### src/rtl/sine_cmd_pkg.sv
// Shared constants and types for the UART command controller of the sine-PWM generator.
package sine_cmd_pkg;

  // Decimal accumulator width: holds five digits (99999) plus saturation headroom.
  localparam int ACC_W = 17;
  localparam logic [ACC_W-1:0] ACC_SAT = '1;

  // ASCII codes recognised by the parser
  localparam logic [7:0] CH_F   = 8'h46;
  localparam logic [7:0] CH_S   = 8'h53;
  localparam logic [7:0] CH_G   = 8'h47;
  localparam logic [7:0] CH_CR  = 8'h0D;
  localparam logic [7:0] CH_LF  = 8'h0A;
  localparam logic [7:0] CH_0   = 8'h30;
  localparam logic [7:0] CH_9   = 8'h39;
  localparam logic [7:0] CH_ACK = 8'h4B;
  localparam logic [7:0] CH_NAK = 8'h45;

  typedef enum logic [1:0] {ST_IDLE, ST_NUM, ST_APPLY, ST_RESP} state_t;
  typedef enum logic [1:0] {OP_F, OP_S, OP_G} op_t;

  function automatic logic is_term(input logic [7:0] b);
    return (b == CH_CR) || (b == CH_LF);
  endfunction

endpackage

### src/rtl/ascii_dec_accum.sv
// ASCII decimal digit accumulator: value = value*10 + digit, saturating, with digit count.
module ascii_dec_accum
  import sine_cmd_pkg::*;
(
  input  logic             clk1,
  input  logic             rst,
  input  logic             clear,
  input  logic             step,
  input  logic [7:0]       din,
  output logic [ACC_W-1:0] value,
  output logic [2:0]       count,
  output logic             is_digit
);

  // Wide enough that 0x1FFFF*10 + 9 cannot overflow before the saturation test
  logic [ACC_W+3:0] next_val;

  assign is_digit = (din >= CH_0) && (din <= CH_9);
  // Digits 0x30..0x39 carry their value in the low nibble
  assign next_val = {4'b0, value} * (ACC_W+4)'(10) + {{(ACC_W){1'b0}}, din[3:0]};

  // Accumulate one digit per step; count sticks at 7 so it can never wrap back to a legal value
  always_ff @(posedge clk1) begin
    if (rst || clear) begin
      value <= '0;
      count <= '0;
    end else if (step && is_digit) begin
      value <= (next_val > {4'b0, ACC_SAT}) ? ACC_SAT : next_val[ACC_W-1:0];
      if (count != 3'd7) count <= count + 3'd1;
    end
  end

endmodule

### src/rtl/sine_cmd_ctrl.sv
// Command parser for the sine-PWM generator: decodes F/S/G commands from the UART byte
// stream, defers divider updates to a LUT wrap (or timeout) and answers with 'K' or 'E'.
module sine_cmd_ctrl
  import sine_cmd_pkg::*;
#(
  parameter int DIV_W         = 16,
  parameter int DIV_DEFAULT   = 1600,
  parameter int DIV_MIN       = 64,
  parameter int DIV_MAX       = 50000,
  parameter int APPLY_TIMEOUT = 2500000
) (
  input  logic             clk1,
  input  logic             rst,
  input  logic [7:0]       rx_data,
  input  logic             rx_valid,
  input  logic             tx_busy,
  output logic [7:0]       tx_data,
  output logic             tx_en,
  input  logic             lut_wrap,
  output logic [DIV_W-1:0] div_out,
  output logic             div_load,
  output logic             pwm_en,
  output logic             cmd_err
);

  localparam int TMO_W = (APPLY_TIMEOUT > 2) ? $clog2(APPLY_TIMEOUT) : 1;
  localparam logic [TMO_W-1:0] TMO_LAST = TMO_W'(APPLY_TIMEOUT - 1);

  state_t           state;
  op_t              op;
  logic [7:0]       resp;
  logic [TMO_W-1:0] tmo;

  logic [ACC_W-1:0] acc;
  logic [2:0]       dig_cnt;
  logic             is_digit;
  logic             acc_clear;
  logic             acc_step;
  logic             rx_term;
  logic             in_range;

  assign rx_term   = is_term(rx_data);
  assign in_range  = (acc >= ACC_W'(DIV_MIN)) && (acc <= ACC_W'(DIV_MAX));
  assign acc_clear = (state == ST_IDLE) && rx_valid && (rx_data == CH_F);
  // A sixth digit is not stepped in; the FSM rejects it instead
  assign acc_step  = (state == ST_NUM) && rx_valid && (op == OP_F) && (dig_cnt < 3'd5);

  ascii_dec_accum u_accum (
    .clk1     (clk1),
    .rst      (rst),
    .clear    (acc_clear),
    .step     (acc_step),
    .din      (rx_data),
    .value    (acc),
    .count    (dig_cnt),
    .is_digit (is_digit)
  );

  // Command FSM with timeout counter and all registered outputs
  always_ff @(posedge clk1) begin
    if (rst) begin
      state    <= ST_IDLE;
      op       <= OP_F;
      resp     <= 8'h00;
      tmo      <= '0;
      div_out  <= DIV_W'(DIV_DEFAULT);
      div_load <= 1'b0;
      pwm_en   <= 1'b1;
      tx_data  <= 8'h00;
      tx_en    <= 1'b0;
      cmd_err  <= 1'b0;
    end else begin
      div_load <= 1'b0;
      tx_en    <= 1'b0;
      cmd_err  <= 1'b0;
      case (state)
        ST_IDLE: begin
          if (rx_valid) begin
            if (rx_data == CH_F) begin
              op    <= OP_F;
              state <= ST_NUM;
            end else if (rx_data == CH_S) begin
              op    <= OP_S;
              state <= ST_NUM;
            end else if (rx_data == CH_G) begin
              op    <= OP_G;
              state <= ST_NUM;
            end else if (!rx_term) begin
              // Stray byte between commands: flag it but stay silent
              cmd_err <= 1'b1;
            end
          end
        end
        ST_NUM: begin
          if (rx_valid) begin
            if (acc_step && is_digit) begin
              // digit absorbed by the accumulator
            end else if (rx_term && (op == OP_S)) begin
              pwm_en <= 1'b0;
              resp   <= CH_ACK;
              state  <= ST_RESP;
            end else if (rx_term && (op == OP_G)) begin
              pwm_en <= 1'b1;
              resp   <= CH_ACK;
              state  <= ST_RESP;
            end else if (rx_term && (op == OP_F) && (dig_cnt != 3'd0) && in_range) begin
              if (!pwm_en) begin
                // Generator stopped: no period to protect, load right away
                div_out  <= acc[DIV_W-1:0];
                div_load <= 1'b1;
                resp     <= CH_ACK;
                state    <= ST_RESP;
              end else begin
                tmo   <= '0;
                state <= ST_APPLY;
              end
            end else begin
              cmd_err <= 1'b1;
              resp    <= CH_NAK;
              state   <= ST_RESP;
            end
          end
        end
        ST_APPLY: begin
          if (rx_valid) cmd_err <= 1'b1;
          if (!pwm_en || lut_wrap || (tmo == TMO_LAST)) begin
            div_out  <= acc[DIV_W-1:0];
            div_load <= 1'b1;
            resp     <= CH_ACK;
            state    <= ST_RESP;
          end else begin
            tmo <= tmo + 1'b1;
          end
        end
        ST_RESP: begin
          if (rx_valid) cmd_err <= 1'b1;
          if (!tx_busy) begin
            tx_data <= resp;
            tx_en   <= 1'b1;
            state   <= ST_IDLE;
          end
        end
        default: state <= ST_IDLE;
      endcase
    end
  end

endmodule
### config.mk
export PLATFORM = sky130hd
export DESIGN_NAME = sine_cmd_ctrl
export DESIGN_NICKNAME = d
export VERILOG_FILES = /design/src/rtl/sine_cmd_pkg.sv /design/src/rtl/ascii_dec_accum.sv /design/src/rtl/sine_cmd_ctrl.sv
export SDC_FILE = /design/constraint.sdc
export NUM_CORES = 1
export LEC_CHECK = 0
export CORE_ASPECT_RATIO = 0.7
export CORE_MARGIN = 5
export CORE_UTILIZATION = 25
export DETAILED_ROUTE_END_ITERATION = 16
export PLACE_DENSITY = 0.5
export SLEW_MARGIN = 20
export SYNTH_ARGS = -nofsm -noshare
export SYNTH_HDL_FRONTEND = slang
export SYNTH_SLANG_ARGS = --single-unit
### constraint.sdc
create_clock -name clk1 -period 3.7 [get_ports clk1]
set_clock_uncertainty 0.05 [all_clocks]
set_input_delay 0.37 -clock clk1 [delete_from_list [all_inputs] [get_ports clk1]]
set_output_delay 0.37 -clock clk1 [all_outputs]
set_load 0.01 [all_outputs]
==> flow_metrics.tcl <==
set metrics [dict create \
    powerDensity_mw_per_mm2 345 \
    ys_top_cells_by_area "dfxtp_1 29%, ha_1 11%, xnor2_1 6.0%" \
    gr-usage-met1_pct 19.4 \
    worstMarginPinSlew_ns 0.595 \
    start_util_pct 25.1 \
    synthDistinctLibCells 69 \
    status "completed" \
    met2_usage_pct 15.3 \
    clkLatencyLatePin_ns 0.34 \
    grt_max_degree 27 \
    io_buffer_count 37 \
    ys_ff_latch 72 \
    syn_inst 579 \
    die_area_mm2 0.0226 \
    finalInstanceArea_mm2 0.00634 \
    cts_inserted_buffers 9 \
    die_y_um 127 \
    num_vias 4337 \
    rr_endpoint "u_accum.value[15]" \
    placed_cell_area_mm2 0.00580 \
    core_mm2 0.0196 \
    ios 41 \
    diodes 0 \
    cts_buffer_depth 2 \
    routed_wl_mm 13.8 \
    overflow 0 \
    dp_hpwl_mm 9.99 \
    min_to "div_out[10]" \
    setup_viol 0 \
    hold_class "reg2reg" \
    start_kind "flip-flop" \
    dp_slack_ns -0.0129 \
    cp.arrival_ns 3.84 \
    ff2ff_setup_slack_ns 0.01 \
    grt_pass1_vias 4023 \
    hold_depth 2 \
    clk_pin_slew_ns 0.06 \
    synthToLayoutAreaGrowth_pct 28.8 \
    drive_gt1_share_pct 15.7 \
    rsz0062_at_grt "yes" \
    synth_edf_count 0 \
    timing.fmax_mhz 271 \
    drt_pass1_iterations 5 \
    fin_ws_ns 0.0110 \
    maxCapViolCount 0 \
    fin_crit_ns 3.69 \
    timing.rr.start "u_accum.value[1]" \
    yosys_warnings 0 \
    hp-start "div_out[10]" \
    die_w_um 178 \
    grt_antenna_before_repair 0 \
    track_usage_pct 12.1 \
    hold_violations 0 \
    crit_fanout 8 \
    drtAntennaViolNets 0 \
    met3_usage_pct 4.02 \
    grt.busiest_layer "met1" \
    cts-root-buf "clkbuf_16" \
    avgSynthCellArea_um2 8.50 \
    drc 0 \
    synth_common_cells "72 x dfxtp_1, 72 x nor2_1, 44 x nand2_1, 42 x ha_1, 34 x xnor2_1" \
    ys_async_sr_fraction_pct 0 \
    yosysTopAreaCell "dfxtp_1" \
    slew_headroom_pct 60.3 \
    rows 43 \
    ys_seq_area_share_pct 29.3 \
    cts_hold_buf 0 \
    ir_drop_mv 0.257 \
    via_per_inst 4.71 \
    syn-cell-area_mm2 0.00492 \
    grt_pass1_wl_mm 21.8 \
    leakage_nw 2.26 \
    cp-end-kind "flip-flop" \
    ys.flop_type "dfxtp_1" \
    fin_nets 702 \
    gp_congestion 0.807 \
    rr_worst_depth 14 \
    worstPathRequired_ns 3.86 \
    clock-sinks 72 \
    synth_top_area_share_pct 29.3 \
    cts_tree "built" \
    drt-wirelength-per-cell_um 14.9 \
    criticalPathCategory "reg2reg" \
    fin_crit_sh_pct 99.7 \
    slew_violations 0 \
    drt_iter0_drc 298 \
    htreeDepth 3 \
]
[metrics by stage]
step | utilization, % | hold slack, ns | cells | total power [mW] | setup TNS (ns)
after detailed placement | 29.6 | 0.411 | 897 | 1.24 | -0.0333
after CTS | 31.3 | 0.426 | 913 | 2.20 | 0
after global placement | 29.6 | 0.409 | 897 | 1.24 | 0
after global routing | 32.4 | 0.453 | 920 | 2.30 | -1.50
after floorplan | - | 0.390 | 581 | 1.11 | 0
final | 32.4 | 0.423 | 920 | 2.19 | 0
[worst max-delay path, cell delays in order, from the launching register on]
cell	delay, ns
dfxtp_2	0.33
ha_4	0.27
ha_4	0.12
inv_2	0.03
fa_2	0.36
xor2_2	0.21
nor4_4	0.31
nand3_2	0.13
or4b_4	0.55
nand3b_4	0.18
a2111oi_4	0.31
mux2i_2	0.24
buf_4	0.18
clkbuf_16	0.17
a41oi_2	0.09
[flip-flops by register name, summed over array words and instances (netlist names)]
signal	count
state	2
u_accum.value	17
u_accum.count	3
op	2
tx_en	1
cmd_err	1
tx_data	3
pwm_en	1
div_out	16
resp	3
tmo	22
div_load	1
[layout by cell type (no fill, tap or decap), drive strengths merged, types with 6 or more instances in the layout]
cell            n
nand2          44
o211ai          7
a21oi          21
and2            6
buf            41
nand4           7
xor2           10
dfxtp          72
xnor2          34
clkdlybuf4s50  37
and3            6
a211oi          7
clkbuf         12
mux2i          25
ha             42
nor2           72
o21ai          34
nor3           21
inv            26
nand3b          6
a41oi          17
nor4           17
nand3          13
[report_power, final]
part           internal (mW)  switching [mW]
clock network          0.605           0.347
registers              0.809          0.0265
logic                  0.164           0.233
total                   1.58           0.607
[worst max path at each step]
stage	start	endpoint	cells after the start
floorplan	u_accum.value[1]	u_accum.value[10]	12
global placement	u_accum.value[1]	u_accum.value[1]	13
detailed placement	u_accum.value[1]	u_accum.value[2]	12
CTS	u_accum.value[2]	u_accum.value[1]	13
global route	u_accum.value[3]	u_accum.value[15]	14
finish	u_accum.value[1]	u_accum.value[15]	14
[logic make-up (layout without fill, tap and decap cells)]
kind of cell    Yosys count  after routing  synth area share, %
flops                    72             72                 29.3
mux                      27             27                 5.62
buf+inv                  53            122                 4.65
other cells               1              3               0.0762
fa+ha+maj                44             44                 11.5
xor+xnor                 44             44                 7.83
simple gates            222            222                 22.7
compound gates          116            116                 18.3
[layer usage]
layer	vias to the layer above	wire length, um
met3	8	789
li1	2231	-
met2	96	5170
met1	2002	7690
met5	-	0
met4	0	102
[timing repair]
item | CTS | global route
gates resized for setup | 1 | 24
pin swaps | 0 | 9
buffers inserted | 0 | 5
gates cloned | 0 | 2
endpoints found under the setup margin | 6 | 17
[final cells by class]
class / instances / area, um2
clock buffers: 10 / 239
clock inverters: 6 / 82.6
fillers: 2066 / 13200
inverters: 26 / 97.6
multi-input cells: 456 / 3390
flip-flops and latches: 72 / 1450
well taps: 270 / 338
repair buffers: 80 / 741
No activity file was read; power rests on OpenSTA's default activity.
